===== src/rtl/ex_stage_mc_if.sv =====
// ex_stage_mc_if
// Bundles the operand, control and result signals of the execute stage.
//   master : pipeline/hazard side (drives operands and control, observes results)
//   slave  : the execute stage itself
// Signals:
//   in_valid, rd1, rd2, imm, pc, br_offset, fwd_mem, fwd_wb,
//   alu_op[2:0], fwd_a[1:0], fwd_b[1:0], alu_src, set_flags, cbz    (to stage)
//   result, out_valid, br_target, stall, negative, zero, overflow,
//   carry_out, zero_eff                                               (from stage)
interface ex_stage_mc_if #(
    parameter int WIDTH = 64
);
    logic             in_valid;
    logic [WIDTH-1:0] rd1;
    logic [WIDTH-1:0] rd2;
    logic [WIDTH-1:0] imm;
    logic [WIDTH-1:0] pc;
    logic [WIDTH-1:0] br_offset;
    logic [WIDTH-1:0] fwd_mem;
    logic [WIDTH-1:0] fwd_wb;
    logic [2:0]       alu_op;
    logic [1:0]       fwd_a;
    logic [1:0]       fwd_b;
    logic             alu_src;
    logic             set_flags;
    logic             cbz;
    logic [WIDTH-1:0] result;
    logic             out_valid;
    logic [WIDTH-1:0] br_target;
    logic             stall;
    logic             negative;
    logic             zero;
    logic             overflow;
    logic             carry_out;
    logic             zero_eff;

    modport master (
        output in_valid, rd1, rd2, imm, pc, br_offset, fwd_mem, fwd_wb,
               alu_op, fwd_a, fwd_b, alu_src, set_flags, cbz,
        input  result, out_valid, br_target, stall,
               negative, zero, overflow, carry_out, zero_eff
    );

    modport slave (
        input  in_valid, rd1, rd2, imm, pc, br_offset, fwd_mem, fwd_wb,
               alu_op, fwd_a, fwd_b, alu_src, set_flags, cbz,
        output result, out_valid, br_target, stall,
               negative, zero, overflow, carry_out, zero_eff
    );
endinterface


===== src/rtl/ex_stage_mc.sv =====
// ex_stage_mc
// Execute stage: operand forwarding, ALU, NZVC flag registers with a CBZ
// zero bypass, branch-target adder and an optional iterative multiplier.
// Ports:
//   clk    : clock
//   reset  : synchronous, active-high reset
//   bus    : ex_stage_mc_if.slave (operands, control, result, stall, flags)
// Parameters:
//   WIDTH    : datapath width (>= 8)
//   BR_SHIFT : left shift applied to br_offset
// Build option:
//   MULT_EN  : when defined, op 111 runs on a WIDTH-step shift-add multiplier
//              that stalls upstream; when undefined op 111 returns 0 in one
//              cycle and stall is tied low.
module ex_stage_mc #(
    parameter int WIDTH    = 64,
    parameter int BR_SHIFT = 2
) (
    input logic          clk,
    input logic          reset,
    ex_stage_mc_if.slave bus
);
    localparam int MSB = WIDTH - 1;

    logic [WIDTH-1:0] op_a_s;
    logic [WIDTH-1:0] fwd_b_s;
    logic [WIDTH-1:0] op_b_s;
    logic [WIDTH:0]   add_ext_s;
    logic [WIDTH:0]   sub_ext_s;
    logic [WIDTH-1:0] alu_res_s;
    logic             alu_c_s;
    logic             alu_v_s;
    logic [WIDTH-1:0] result_s;
    logic             c_s;
    logic             v_s;
    logic             out_valid_s;
    logic             stall_s;
    logic             res_zero_s;
    logic             negative_r;
    logic             zero_r;
    logic             overflow_r;
    logic             carry_r;

`ifdef MULT_EN
    localparam int CW = $clog2(WIDTH);
    localparam logic [CW-1:0] LAST_STEP = CW'(WIDTH - 1);
    localparam logic [1:0] ST_IDLE = 2'd0;
    localparam logic [1:0] ST_BUSY = 2'd1;
    localparam logic [1:0] ST_DONE = 2'd2;

    logic [1:0]       state_r;
    logic [CW-1:0]    count_r;
    logic [WIDTH-1:0] mc_a_r;
    logic [WIDTH-1:0] mc_b_r;
    logic [WIDTH-1:0] prod_r;
    logic             mul_req_s;

    assign mul_req_s = bus.in_valid && (bus.alu_op == 3'b111);
`endif

    // Forwarding muxes; alu_src overrides the forwarded B operand with imm.
    always_comb begin
        op_a_s  = bus.rd1;
        fwd_b_s = bus.rd2;
        case (bus.fwd_a)
            2'b01:   op_a_s = bus.fwd_mem;
            2'b10:   op_a_s = bus.fwd_wb;
            default: op_a_s = bus.rd1;
        endcase
        case (bus.fwd_b)
            2'b01:   fwd_b_s = bus.fwd_mem;
            2'b10:   fwd_b_s = bus.fwd_wb;
            default: fwd_b_s = bus.rd2;
        endcase
        if (bus.alu_src) begin
            op_b_s = bus.imm;
        end else begin
            op_b_s = fwd_b_s;
        end
    end

    // Subtraction is A + ~B + 1 so carry_out is the "no borrow" flag.
    assign add_ext_s = {1'b0, op_a_s} + {1'b0, op_b_s};
    assign sub_ext_s = {1'b0, op_a_s} + {1'b0, ~op_b_s} + {{WIDTH{1'b0}}, 1'b1};

    // Single-cycle ALU with carry and signed-overflow generation.
    always_comb begin
        alu_res_s = '0;
        alu_c_s   = 1'b0;
        alu_v_s   = 1'b0;
        case (bus.alu_op)
            3'b000: alu_res_s = op_b_s;
            3'b010: begin
                alu_res_s = add_ext_s[MSB:0];
                alu_c_s   = add_ext_s[WIDTH];
                alu_v_s   = (op_a_s[MSB] == op_b_s[MSB]) && (add_ext_s[MSB] != op_a_s[MSB]);
            end
            3'b011: begin
                alu_res_s = sub_ext_s[MSB:0];
                alu_c_s   = sub_ext_s[WIDTH];
                alu_v_s   = (op_a_s[MSB] != op_b_s[MSB]) && (sub_ext_s[MSB] != op_a_s[MSB]);
            end
            3'b100:  alu_res_s = op_a_s & op_b_s;
            3'b101:  alu_res_s = op_a_s | op_b_s;
            3'b110:  alu_res_s = op_a_s ^ op_b_s;
            default: alu_res_s = '0;
        endcase
    end

`ifdef MULT_EN
    // Multiplier FSM: latch operands on accept, one shift-add step per BUSY cycle.
    always_ff @(posedge clk) begin
        if (reset) begin
            state_r <= ST_IDLE;
            count_r <= '0;
            mc_a_r  <= '0;
            mc_b_r  <= '0;
            prod_r  <= '0;
        end else begin
            case (state_r)
                ST_IDLE: begin
                    if (mul_req_s) begin
                        mc_a_r  <= op_a_s;
                        mc_b_r  <= op_b_s;
                        prod_r  <= '0;
                        count_r <= '0;
                        state_r <= ST_BUSY;
                    end
                end
                ST_BUSY: begin
                    if (mc_b_r[0]) begin
                        prod_r <= prod_r + mc_a_r;
                    end
                    mc_a_r <= mc_a_r << 1;
                    mc_b_r <= mc_b_r >> 1;
                    if (count_r == LAST_STEP) begin
                        count_r <= '0;
                        state_r <= ST_DONE;
                    end else begin
                        count_r <= count_r + {{(CW-1){1'b0}}, 1'b1};
                    end
                end
                // The held MUL retires here; going straight to IDLE keeps it
                // from being accepted a second time while it is still presented.
                ST_DONE: state_r <= ST_IDLE;
                default: state_r <= ST_IDLE;
            endcase
        end
    end
`endif

    // Result / valid / stall selection between the ALU and the multiplier.
    always_comb begin
        result_s    = alu_res_s;
        c_s         = alu_c_s;
        v_s         = alu_v_s;
        out_valid_s = bus.in_valid;
        stall_s     = 1'b0;
`ifdef MULT_EN
        case (state_r)
            ST_IDLE: begin
                out_valid_s = bus.in_valid && (bus.alu_op != 3'b111);
                stall_s     = mul_req_s;
            end
            ST_BUSY: begin
                out_valid_s = 1'b0;
                stall_s     = 1'b1;
            end
            ST_DONE: begin
                result_s    = prod_r;
                c_s         = 1'b0;
                v_s         = 1'b0;
                out_valid_s = 1'b1;
                stall_s     = 1'b0;
            end
            default: begin
                out_valid_s = 1'b0;
                stall_s     = 1'b0;
            end
        endcase
`endif
    end

    assign res_zero_s = (result_s == {WIDTH{1'b0}});

    // NZVC registers load only when a completing instruction requests it.
    always_ff @(posedge clk) begin
        if (reset) begin
            negative_r <= 1'b0;
            zero_r     <= 1'b0;
            overflow_r <= 1'b0;
            carry_r    <= 1'b0;
        end else if (out_valid_s && bus.set_flags) begin
            negative_r <= result_s[MSB];
            zero_r     <= res_zero_s;
            overflow_r <= v_s;
            carry_r    <= c_s;
        end
    end

    assign bus.result    = result_s;
    assign bus.out_valid = out_valid_s;
    assign bus.stall     = stall_s;
    assign bus.br_target = bus.pc + (bus.br_offset << BR_SHIFT);
    assign bus.negative  = negative_r;
    assign bus.zero      = zero_r;
    assign bus.overflow  = overflow_r;
    assign bus.carry_out = carry_r;
    // CBZ looks at the value being produced now rather than the stored flag.
    assign bus.zero_eff  = bus.cbz ? res_zero_s : zero_r;

endmodule


===== src/flat_wrapper.sv =====
// flat-port wrapper written by rule: the top's interface ports become plain ports
module ex_stage_mc_flat 
#(
    parameter int WIDTH    = 64,
    parameter int BR_SHIFT = 2
)
  (clk, reset, bus_in_valid, bus_rd1, bus_rd2, bus_imm, bus_pc, bus_br_offset, bus_fwd_mem, bus_fwd_wb, bus_alu_op, bus_fwd_a, bus_fwd_b, bus_alu_src, bus_set_flags, bus_cbz, bus_result, bus_out_valid, bus_br_target, bus_stall, bus_negative, bus_zero, bus_overflow, bus_carry_out, bus_zero_eff);
  ex_stage_mc_if #(.WIDTH(WIDTH)) bus_i ();
  input logic clk;
  input logic reset;
  input wire logic [$bits(bus_i.in_valid)-1:0] bus_in_valid;
  input wire logic [$bits(bus_i.rd1)-1:0] bus_rd1;
  input wire logic [$bits(bus_i.rd2)-1:0] bus_rd2;
  input wire logic [$bits(bus_i.imm)-1:0] bus_imm;
  input wire logic [$bits(bus_i.pc)-1:0] bus_pc;
  input wire logic [$bits(bus_i.br_offset)-1:0] bus_br_offset;
  input wire logic [$bits(bus_i.fwd_mem)-1:0] bus_fwd_mem;
  input wire logic [$bits(bus_i.fwd_wb)-1:0] bus_fwd_wb;
  input wire logic [$bits(bus_i.alu_op)-1:0] bus_alu_op;
  input wire logic [$bits(bus_i.fwd_a)-1:0] bus_fwd_a;
  input wire logic [$bits(bus_i.fwd_b)-1:0] bus_fwd_b;
  input wire logic [$bits(bus_i.alu_src)-1:0] bus_alu_src;
  input wire logic [$bits(bus_i.set_flags)-1:0] bus_set_flags;
  input wire logic [$bits(bus_i.cbz)-1:0] bus_cbz;
  output wire logic [$bits(bus_i.result)-1:0] bus_result;
  output wire logic [$bits(bus_i.out_valid)-1:0] bus_out_valid;
  output wire logic [$bits(bus_i.br_target)-1:0] bus_br_target;
  output wire logic [$bits(bus_i.stall)-1:0] bus_stall;
  output wire logic [$bits(bus_i.negative)-1:0] bus_negative;
  output wire logic [$bits(bus_i.zero)-1:0] bus_zero;
  output wire logic [$bits(bus_i.overflow)-1:0] bus_overflow;
  output wire logic [$bits(bus_i.carry_out)-1:0] bus_carry_out;
  output wire logic [$bits(bus_i.zero_eff)-1:0] bus_zero_eff;
  assign bus_i.in_valid = bus_in_valid;
  assign bus_i.rd1 = bus_rd1;
  assign bus_i.rd2 = bus_rd2;
  assign bus_i.imm = bus_imm;
  assign bus_i.pc = bus_pc;
  assign bus_i.br_offset = bus_br_offset;
  assign bus_i.fwd_mem = bus_fwd_mem;
  assign bus_i.fwd_wb = bus_fwd_wb;
  assign bus_i.alu_op = bus_alu_op;
  assign bus_i.fwd_a = bus_fwd_a;
  assign bus_i.fwd_b = bus_fwd_b;
  assign bus_i.alu_src = bus_alu_src;
  assign bus_i.set_flags = bus_set_flags;
  assign bus_i.cbz = bus_cbz;
  assign bus_result = bus_i.result;
  assign bus_out_valid = bus_i.out_valid;
  assign bus_br_target = bus_i.br_target;
  assign bus_stall = bus_i.stall;
  assign bus_negative = bus_i.negative;
  assign bus_zero = bus_i.zero;
  assign bus_overflow = bus_i.overflow;
  assign bus_carry_out = bus_i.carry_out;
  assign bus_zero_eff = bus_i.zero_eff;
  ex_stage_mc #(.WIDTH(WIDTH), .BR_SHIFT(BR_SHIFT)) u_core (.clk(clk), .reset(reset), .bus(bus_i));
endmodule

===== config.mk =====
export PLATFORM = sky130hd
export DESIGN_NAME = ex_stage_mc_flat
export DESIGN_NICKNAME = d
export VERILOG_FILES = /design/src/rtl/ex_stage_mc_if.sv /design/src/rtl/ex_stage_mc.sv /design/src/flat_wrapper.sv
export SDC_FILE = /design/constraint.sdc
export NUM_CORES = 1
export LEC_CHECK = 0
export ABC_AREA = 1
export CAP_MARGIN = 5
export CORE_AREA = 2 2 233 235
export CTS_CLUSTER_SIZE = 16
export DETAILED_ROUTE_END_ITERATION = 10
export DIE_AREA = 0 0 235 237
export PLACE_DENSITY_LB_ADDON = 0.25
export SLEW_MARGIN = 40
export SYNTH_ARGS = -nofsm -noshare
export SYNTH_HDL_FRONTEND = slang
export SYNTH_SLANG_ARGS = --single-unit

===== constraint.sdc =====
create_clock -name clk -period 11.15 [get_ports clk]
set_input_delay 1.6725 -clock clk [delete_from_list [all_inputs] [get_ports clk]]
set_output_delay 1.6725 -clock clk [all_outputs]
set_load 0.05 [all_outputs]

==> metrics.cfg, run 1 <==
[worst_setup_path]
worst_path_max_delay_cell = clkdlybuf4s50_1
timing.critical_path.mode_cell = nor2_1
path_max_fanout = 51
reg2reg_depth = 2
worst-setup-path-type = primary input to primary output
crit_path_max_incr_delay_ns = 0.81
worstSetupEndpointType = primary output
critPathLaunchType = primary input
timing.critical_path.buf_inv = 4
wp_data_required_ns = 9.48
worst_path_dominant_cell_family = simple AND/OR/NAND/NOR gates
critical_path_cell_count = 26
cp_data_arrival_time_ns = 8.24

[placement]
dpl.hpwl_um = 111000
dpl-instance-area_sq_mm = 0.0294
port_buffers = 588
dp_slack_ns = 1.48
routabilityCongestion = 1.05
placed_cells_incl_taps = 5812

[synthesis]
ys_async_sr_fraction_pct = 0
synth-seq-cells = 4
post_synth_inst_count = 4655
ys.warnings.count = 0
synthDistinctLibCells = 53
synth_compound_gate_area_share_pct = 21.4
post_synth_main_area_contributors = nand2_1 25%, inv_1 15%, ha_1 15%, nor2_1 7.4%, a21oi_1 6.3%
synth_adder_area_share_pct = 15.0
most_repeated_cell_in_the_gate_level_netlist_after_synthesis = nand2_1
yosys-mux-area-fraction_pct = 0
seq_area_frac_synth_pct = 0.345
synth.net_count = 5393
synth_xor_xnor_area_share_pct = 2.22
yosys.area_share.simple_pct = 42.0
post_synth.cell_area_avg_sq_um = 4.99
dominant_combinational_cell_family_by_area_after_synthesis = simple AND/OR/NAND/NOR gates
edff_count_synth = 0
post_synth_most_frequent_cells = 1550 x nand2_1, 943 x inv_1, 457 x nor2_1
primary_flip_flop_cell_chosen_by_synthesis_mapping = dfxtp_1
netlist_area_sq_mm = 0.0232
synth_largest_area_cell = nand2_1
netlist.area_leader.share_pct = 25.0

[timing]
setup_tns_ns = 0
final_hold_fails = 0
rsz0062_at_grt = no
fin_ws_ns = 1.24
fin_crit_ns = 9.91
setup-violations-final = 0
timing.clock.skew_ns = 0
tightest_slew_ns = 0.894
max_clock_freq_ghz = 0.101
final.hold.worst_slack_ns = 0.504
max-slew-margin-rel_pct = 39.8
final_min_period_over_clock_period_pct = 88.9
timing_max_transition_violations_final = 0

[power_and_ir_drop]
total_power_mw = 3.05
power_report.internal_total_uw = 967
cellLeakagePower_nw = 16.2
total_switching_power_mw = 2.08
power_frac_clock_pct = 1.9
comb_power_share_pct = 97.6
power.density_mw_per_mm2 = 103
power.sequential.fraction_pct = 0.5
switching_share_of_power_pct = 68.3
peakVddDrop_mv = 0.0657

[finish]
finish.instance_area_sq_mm = 0.0296
layout_cell_share_with_drive_strength_beyond_1_pct = 2.77
layout-area-overhead-vs-synth_pct = 27.4
finished_layout_cells = 5839
final_nets = 5859
layout.core_utilization_pct = 55.5

[cts]
ctsResizeCount = 0
post-cts-setup-buffer-count = 0
clock_tree.htree_level_count = 1
insertion_delay_ns = 0.23
clockRootBuffer = clkbuf_16
cts.path.max_buffers = 2
clock_sinks = 4
cts.hold.buffers_added = 0
cts.clk_slew.worst_paths_ns = 0.03
tritoncts = built
tritoncts.num_buffers = 3

[run]
maxCapViolations = 0

[global_routing]
grt_util_all_layers_pct = 43.3
gr-total-overflow = 0
pin_count_of_the_biggest_net_entering_global_routing = 65
number_of_antenna_violations_at_the_first_check_in_global_routing = 22
global_route_wire_length_before_repair_um = 182000
first_global_vias = 29700

[floorplan]
die_h_um = 237
floorplan.io_pins = 596
placementRows = 85
start_util_pct = 43.6
die_area_sq_mm = 0.0557
floorplan.die.width_um = 235
floorplan.core_area_sq_mm = 0.0533

[detailed_routing]
num_vias = 32300
wl_per_cell_um = 21.9
drt_first_pass_iters = 6
postRouteAntennaNets = 0
drt_iter0_markers = 3486
totalWireLength_um = 128000
vias_per_cell = 5.53
drc = 0

[worst_hold_path]
min_path_cells = 2
holdCritPathClass = register to register

[run_status]
result_of_the_run = complete, no violations

==> cell usage in the layout (no fill, tap or decap), types with 43 or more instances in the layout <==
cell type / instances
clkdlybuf4s50_1: 587
inv_1: 941
nand2_1: 1549
ha_1: 270
o21ai_0: 170
a22o_1: 57
nand3_1: 212
xor2_1: 43
nor2_1: 457
a21oi_1: 293
a221o_1: 64
==> cell type report <==
class	count	area [sq um]
inverter	964	3620
antenna	24	60.1
sequential	4	80.1
timing repair buffer	617	6100
fill	5787	23700
clock buffer	3	75.1
multi-input combinational	3531	18800
tap	696	871
==> tightest hold or removal path: stages, from the launching register on <==
cell	delay [ns]
dfxtp_1	0.32
o211ai_1	0.10
inv_1	0.05
==> flip-flops by register name, indices dropped and copies added, names as in the netlist <==
| name | count |
|---|---|
| u_core.bus.negative | 1 |
| u_core.bus.zero | 1 |
| u_core.bus.overflow | 1 |
| u_core.bus.carry_out | 1 |
==> path summary, 6_finish.rpt <==
kind / end / start / slack [ns]
max: bus_zero_eff / bus_fwd_b[0] / 1.24
min: u_core.bus.negative / u_core.bus.negative / 0.50
max reg2reg: u_core.bus.carry_out / u_core.bus.carry_out / 10.51
min reg2reg: u_core.bus.negative / u_core.bus.negative / 0.50
==> routing by layer <==
metal	global-route usage [%]	routed length, um
met4	26.5	8840
met1	52.5	48700
met5	0	0
met3	9.66	14700
met2	69.5	55400
==> power groups by stage <==
stage	Sequential (mW)	Combinational, mW	Clock, mW
finish	0.0159	2.98	0.0572
global route	0.0160	3.16	0.0585
CTS	0.0159	2.88	0.0580
detailed placement	0.0160	2.87	0
global placement	0.0160	2.86	0
floorplan	0.0192	1.85	0
==> cell families after synthesis <==
kind of cell,count (synthesis)
AO/OA/AOI/OAI,798
AND/OR/NAND/NOR,2396
XOR/XNOR,59
adder cells (fa/ha/maj),277
buffers and inverters,1120
flip-flops,4
other,1
Note: power is estimated with default switching activity, not from simulation.
==> run 2: changes to the inputs <==
--- a/config.mk
+++ b/config.mk
@@ -6,7 +6,7 @@
 export NUM_CORES = 1
 export LEC_CHECK = 0
 export ABC_AREA = 1
-export CAP_MARGIN = 5
+export CAP_MARGIN = 15
 export CORE_AREA = 2 2 233 235
 export CTS_CLUSTER_SIZE = 16
 export DETAILED_ROUTE_END_ITERATION = 10
==> results of run 2 <==
No change in the layout: final DEF, timing and power equal those of run 1.
